--- src/rtl/block_bx_router_pkg.sv ---
// Shared B-subsystem types: destination tag, C-channel handshake states, counter helper.
package hierIncludeB_package;

    localparam int unsigned BX_DESTW = 4;

    typedef logic [BX_DESTW-1:0] bx_dest_t;

    typedef enum logic [1:0] {C_IDLE, C_REQ, C_REL} bx_c_state_t;

    function automatic logic [15:0] bx_sat_inc(input logic [15:0] v);
        return (v == 16'hFFFF) ? v : v + 16'd1;
    endfunction

endpackage

--- src/rtl/block_bx_router_chan_fifo.sv ---
// Per-output synchronous FIFO; head data is presented whenever the FIFO is non-empty.
module bx_chan_fifo #(
    parameter int unsigned DW    = 32,
    parameter int unsigned DEPTH = 4
) (
    input  logic          clk,
    input  logic          rst,
    input  logic          push,
    input  logic          pop,
    input  logic [DW-1:0] wdata,
    output logic          full,
    output logic          empty,
    output logic [DW-1:0] head
);

    localparam int unsigned AW = $clog2(DEPTH);

    logic [DW-1:0] mem [DEPTH];
    logic [AW-1:0] wptr;
    logic [AW-1:0] rptr;
    logic [AW:0]   count;
    logic          do_push;
    logic          do_pop;

    always_comb begin
        full    = (count == (AW+1)'(DEPTH));
        empty   = (count == '0);
        do_push = push && !full;
        do_pop  = pop && !empty;
        head    = mem[rptr];
    end

    always_ff @(posedge clk or posedge rst) begin
        if (rst) begin
            wptr  <= '0;
            rptr  <= '0;
            count <= '0;
        end else begin
            if (do_push) wptr <= wptr + AW'(1);
            if (do_pop)  rptr <= rptr + AW'(1);
            count <= count + (AW+1)'(do_push) - (AW+1)'(do_pop);
        end
    end

    always_ff @(posedge clk) begin
        if (do_push) mem[wptr] <= wdata;
    end

endmodule

--- src/rtl/block_bx_router.sv ---
// Routes one tagged rdy_vld stream to NUM_OUT buffered outputs, all of them, or a 4-phase C link.
module block_bx_router
    import hierIncludeB_package::*;
#(
    parameter int unsigned NUM_OUT = 2,
    parameter int unsigned DW      = 32,
    parameter int unsigned DEPTH   = 4,
    parameter int unsigned DESTW   = 4
) (
    input  logic                  clk,
    input  logic                  rst,
    input  logic                  in_vld,
    output logic                  in_rdy,
    input  logic [DW-1:0]         in_data,
    input  logic [DESTW-1:0]      in_dest,
    output logic [NUM_OUT-1:0]    out_vld,
    input  logic [NUM_OUT-1:0]    out_rdy,
    output logic [NUM_OUT*DW-1:0] out_data,
    output logic                  c_req,
    input  logic                  c_ack,
    output logic [DW-1:0]         c_data,
    output logic [15:0]           drop_cnt
);

    localparam logic [DESTW-1:0] BX_DEST_C     = DESTW'(NUM_OUT);
    localparam logic [DESTW-1:0] BX_DEST_BCAST = '1;

    logic [NUM_OUT-1:0] full;
    logic [NUM_OUT-1:0] empty;
    logic [NUM_OUT-1:0] push;
    logic               is_uni;
    logic               is_c;
    logic               is_bcast;
    logic               is_drop;
    logic               uni_full;
    logic               accept;
    bx_c_state_t        state;
    bx_c_state_t        state_nxt;

    always_comb begin
        is_uni   = (in_dest < BX_DEST_C);
        is_c     = (in_dest == BX_DEST_C);
        is_bcast = (in_dest == BX_DEST_BCAST);
        is_drop  = !is_uni && !is_c && !is_bcast;
        uni_full = 1'b0;
        for (int unsigned i = 0; i < NUM_OUT; i++) begin
            if (in_dest == DESTW'(i)) uni_full = full[i];
        end
        // Readiness looks only at registered FIFO/FSM state, never at out_rdy.
        if (rst)           in_rdy = 1'b0;
        else if (is_uni)   in_rdy = !uni_full;
        else if (is_c)     in_rdy = (state == C_IDLE);
        else if (is_bcast) in_rdy = ~|full;
        else               in_rdy = 1'b1;
        accept = in_vld && in_rdy;
        for (int unsigned i = 0; i < NUM_OUT; i++) begin
            push[i] = accept && (is_bcast || (is_uni && in_dest == DESTW'(i)));
        end
    end

    for (genvar g = 0; g < NUM_OUT; g++) begin : g_chan
        bx_chan_fifo #(.DW(DW), .DEPTH(DEPTH)) u_fifo (
            .clk   (clk),
            .rst   (rst),
            .push  (push[g]),
            .pop   (out_rdy[g]),
            .wdata (in_data),
            .full  (full[g]),
            .empty (empty[g]),
            .head  (out_data[g*DW +: DW])
        );
        assign out_vld[g] = !empty[g];
    end

    always_ff @(posedge clk or posedge rst) begin
        if (rst) state <= C_IDLE;
        else     state <= state_nxt;
    end

    always_comb begin
        state_nxt = state;
        unique case (state)
            C_IDLE:  if (accept && is_c) state_nxt = C_REQ;
            C_REQ:   if (c_ack)          state_nxt = C_REL;
            C_REL:   if (!c_ack)         state_nxt = C_IDLE;
            default:                     state_nxt = C_IDLE;
        endcase
    end

    always_comb begin
        c_req = (state == C_REQ);
    end

    always_ff @(posedge clk or posedge rst) begin
        if (rst) begin
            c_data   <= '0;
            drop_cnt <= '0;
        end else begin
            if (accept && is_c)    c_data   <= in_data;
            if (accept && is_drop) drop_cnt <= bx_sat_inc(drop_cnt);
        end
    end

endmodule

--- config.mk ---
export PLATFORM = sky130hd
export DESIGN_NAME = block_bx_router
export DESIGN_NICKNAME = d
export VERILOG_FILES = /design/src/rtl/block_bx_router_pkg.sv /design/src/rtl/block_bx_router_chan_fifo.sv /design/src/rtl/block_bx_router.sv
export SDC_FILE = /design/constraint.sdc
export NUM_CORES = 1
export LEC_CHECK = 0
export CAP_MARGIN = 20
export CELL_PAD_IN_SITES_DETAIL_PLACEMENT = 1
export CELL_PAD_IN_SITES_GLOBAL_PLACEMENT = 1
export CORE_MARGIN = 1
export CORE_UTILIZATION = 48
export DETAILED_ROUTE_END_ITERATION = 7
export GPL_TIMING_DRIVEN = 0
export HOLD_SLACK_MARGIN = 0.08
export PLACE_DENSITY_LB_ADDON = 0.3
export REMOVE_ABC_BUFFERS = 1
export SYNTH_ARGS = -nofsm -noshare
export SYNTH_HDL_FRONTEND = slang
export SYNTH_SLANG_ARGS = --single-unit
--- constraint.sdc ---
create_clock -name clk -period 2.4 [get_ports clk]
set_input_delay 0.48 -clock clk [delete_from_list [all_inputs] [get_ports clk]]
set_output_delay 0.48 -clock clk [all_outputs]
set_load 0.01 [all_outputs]
==> metrics.yaml <==
core_area_um2: 25100
place_inst: 1054
synth-seq-cells: 320
drive_gt1_share_pct: 36.5
setup_viol: 27
instances_no_fill: 1153
synthCells: 574
wirelength_um: 29800
port_buffers: 157
die_area_um2: 26100
cp_num_buf_inv: 4
htree_levels: 2
max_stage_delay_ns: 0.51
fin_crit_sh_pct: 104
power.density_nw_per_um2: 1100
firstDrtPassIters: 4
skew_ns: 0.0165
route.detailed.drc: 0
cap_violations: 0
syn_area_um2: 12200
drv_slew: 0
end_kind: "output pin"
cp.depth: 5
die_w_um: 162
nFillCells: 2123
stdcell_area_um2: 16100
drt_iter0_drc: 381
numCtsBuffers: 34
start_kind: "flip-flop"
post-route-worst-setup-slack_ns: -0.105
syn_area_per_cell_um2: 21.3
first_global_vias: 7275
outcome: "finished with violations"
hpwl_um: 17500
num_rows: 58
n_antenna_cell: 0
nets: 856
synthFlopType: "edfxtp_1"
crit_type: "reg2out"
rsz0062_at_grt: "true"
pre_cts_ws_ns: -0.887
worstPathMaxFanout: 4
gp_congestion: 0.790
min_period_ns: 2.51
cp_data_arrival_time_ns: 2.03
rr_worst_depth: 9
grt.total_usage_pct: 24.0
worstMarginPinSlew_ns: 0.779
final_common_cell: "edfxtp_1"
hold_violations: 0
insertion_delay_ns: 0.50
violations: "negative setup slack"
seq_area_frac_synth_pct: 76.0
placed_cell_area_um2: 14400
cp_top_family: "buffers and inverters"
cts_hold_buf: 0
die_h_um: 162
cts.clk_slew.worst_paths_ns: 0.06
overflow: 0
synth_edf_count: 256
slowest_stage: "dfrtp_4"
routed_via_density: 5.58
hold_slack_ns: 0.378
clock_sinks: 320
yosysWarnings: 0
power.leakage_nw: 5.81
start_util_pct: 48.7
cts_tree: "yes"
max-slew-margin-rel_pct: 47.6
ys_async_sr_fraction_pct: 20.0
ioPinCount: 158
vias: 6433
ant_nets: 0
syn2layout_area_growth_pct: 32.0
hp-class: "in2async"
final_cell_mix: "edfxtp_1 (256), clkdlybuf4s50_1 (91), mux4_2 (64)"
grt_pass1_wl_um: 45000
critPathRequiredTime_ns: 1.92
antenna_found_initial: 0
fmax_mhz: 399
grt_max_degree: 39
peakVddDrop_uv: 524
crit_chain: "buf_12 > buf_8 > buf_16 > mux4_2 > buf_6"
cts-root-buf: "clkbuf_16"
cts_buffer_depth: 3
ys_types: 43
wl_per_cell_um: 25.8
## metal layers
metal  routed length (um)  track usage, %  vias up
met5                    0               0        -
met4                  776            8.28        0
met3                 1560            4.13       50
met1                11900            29.8     3398
met2                15600            42.4      226
li1                     -               -     2759
## metrics by stage
step | TNS [ns] | power, mW | utilization (%)
after floorplan | -13.46 | 9.11 | -
after global placement | -565.11 | 11.3 | 56.2
after detailed placement | -149.50 | 11.6 | 57.5
after CTS | -6.07 | 17.8 | 64.1
after global routing | -3.44 | 18.5 | 64.2
final | -1.95 | 17.8 | 64.2
## worst reg2reg max path, cell delays in order, from the launching register on
cell and delay [ns]:
dfrtp_1 0.41, or3_4 0.41, and2_4 0.18, ha_1 0.29, inv_1 0.07, ha_1 0.13
inv_1 0.05, fa_2 0.35, xnor2_2 0.15, xnor2_1 0.18
## state kept, by name, indices dropped and copies added (netlist names)
register and cells:
g_chan.u_fifo.count 6, g_chan.u_fifo.rptr 4, g_chan.u_fifo.mem 256, state 2, c_data 32, drop_cnt 16
g_chan.u_fifo.wptr 4
## synth_stat cells, types with 4 or more instances
cell      number  area (um2)
xnor2_1        9        78.8
nor4_1         6        37.5
and2_1        10        62.6
nand2b_1       5        31.3
clkbuf_1      10        37.5
inv_1         16        60.1
mux4_2        64        1440
dfrtp_1       64        1600
edfxtp_1     256        7690
nand3_1        5        25.0
ha_1          13         163
xor2_1        13         114
mux2_2        37         417
nand4_1        4        25.0
nand2_1       12        45.0
buf_2         10        50.1
## report_power, final
part	switching, mW	internal (mW)
logic	2.46	3.52
clock network	2.06	3.00
registers	0.386	6.38
## cells by family after synthesis
logic type                 share of synthesized area [%]
DFF                                                 76.0
muxes                                               15.2
and+or+nand+nor                                     2.96
buffers and inverters                               1.25
xor gates and xnor gates                            1.58
AOI/OAI and AO/OA                                   1.34
adders and majority gates                           1.66
## area by class of cell
class / count / area (um2) / share of cell area [%]
sequential: 320 / 9310 / 57.7
multi-input combinational: 217 / 2850 / 17.6
timing repair buffer: 210 / 2430 / 15.1
clock buffer: 49 / 958 / 5.94
tap: 330 / 413 / 2.56
clock inverter: 11 / 111 / 0.690
inverter: 16 / 62.6 / 0.388
## timing repair
| action | in CTS | in global routing |
|---|---|---|
| setup buffers | 34 | 7 |
| endpoints found under the setup margin | 175 | 83 |
| pin swaps | 2 | 1 |
| gates resized for setup | 339 | 38 |
| gates cloned | 5 | 0 |
## path summary, 6_finish.rpt
check	from	to	slack, ns
hold reg to reg	drop_cnt[9]	drop_cnt[9]	0.51
min in group clk	drop_cnt[9]	drop_cnt[9]	0.51
max in group asynchronous	rst	g_chan[1].u_fifo.count[1]	1.45
setup / recovery	g_chan[0].u_fifo.rptr[0]	out_data[14]	-0.11
hold / removal	rst	c_data[17]	0.38
setup reg to reg	g_chan[0].u_fifo.count[2]	g_chan[0].u_fifo.count[2]	0.09
No activity file was read; power rests on OpenSTA's default activity.
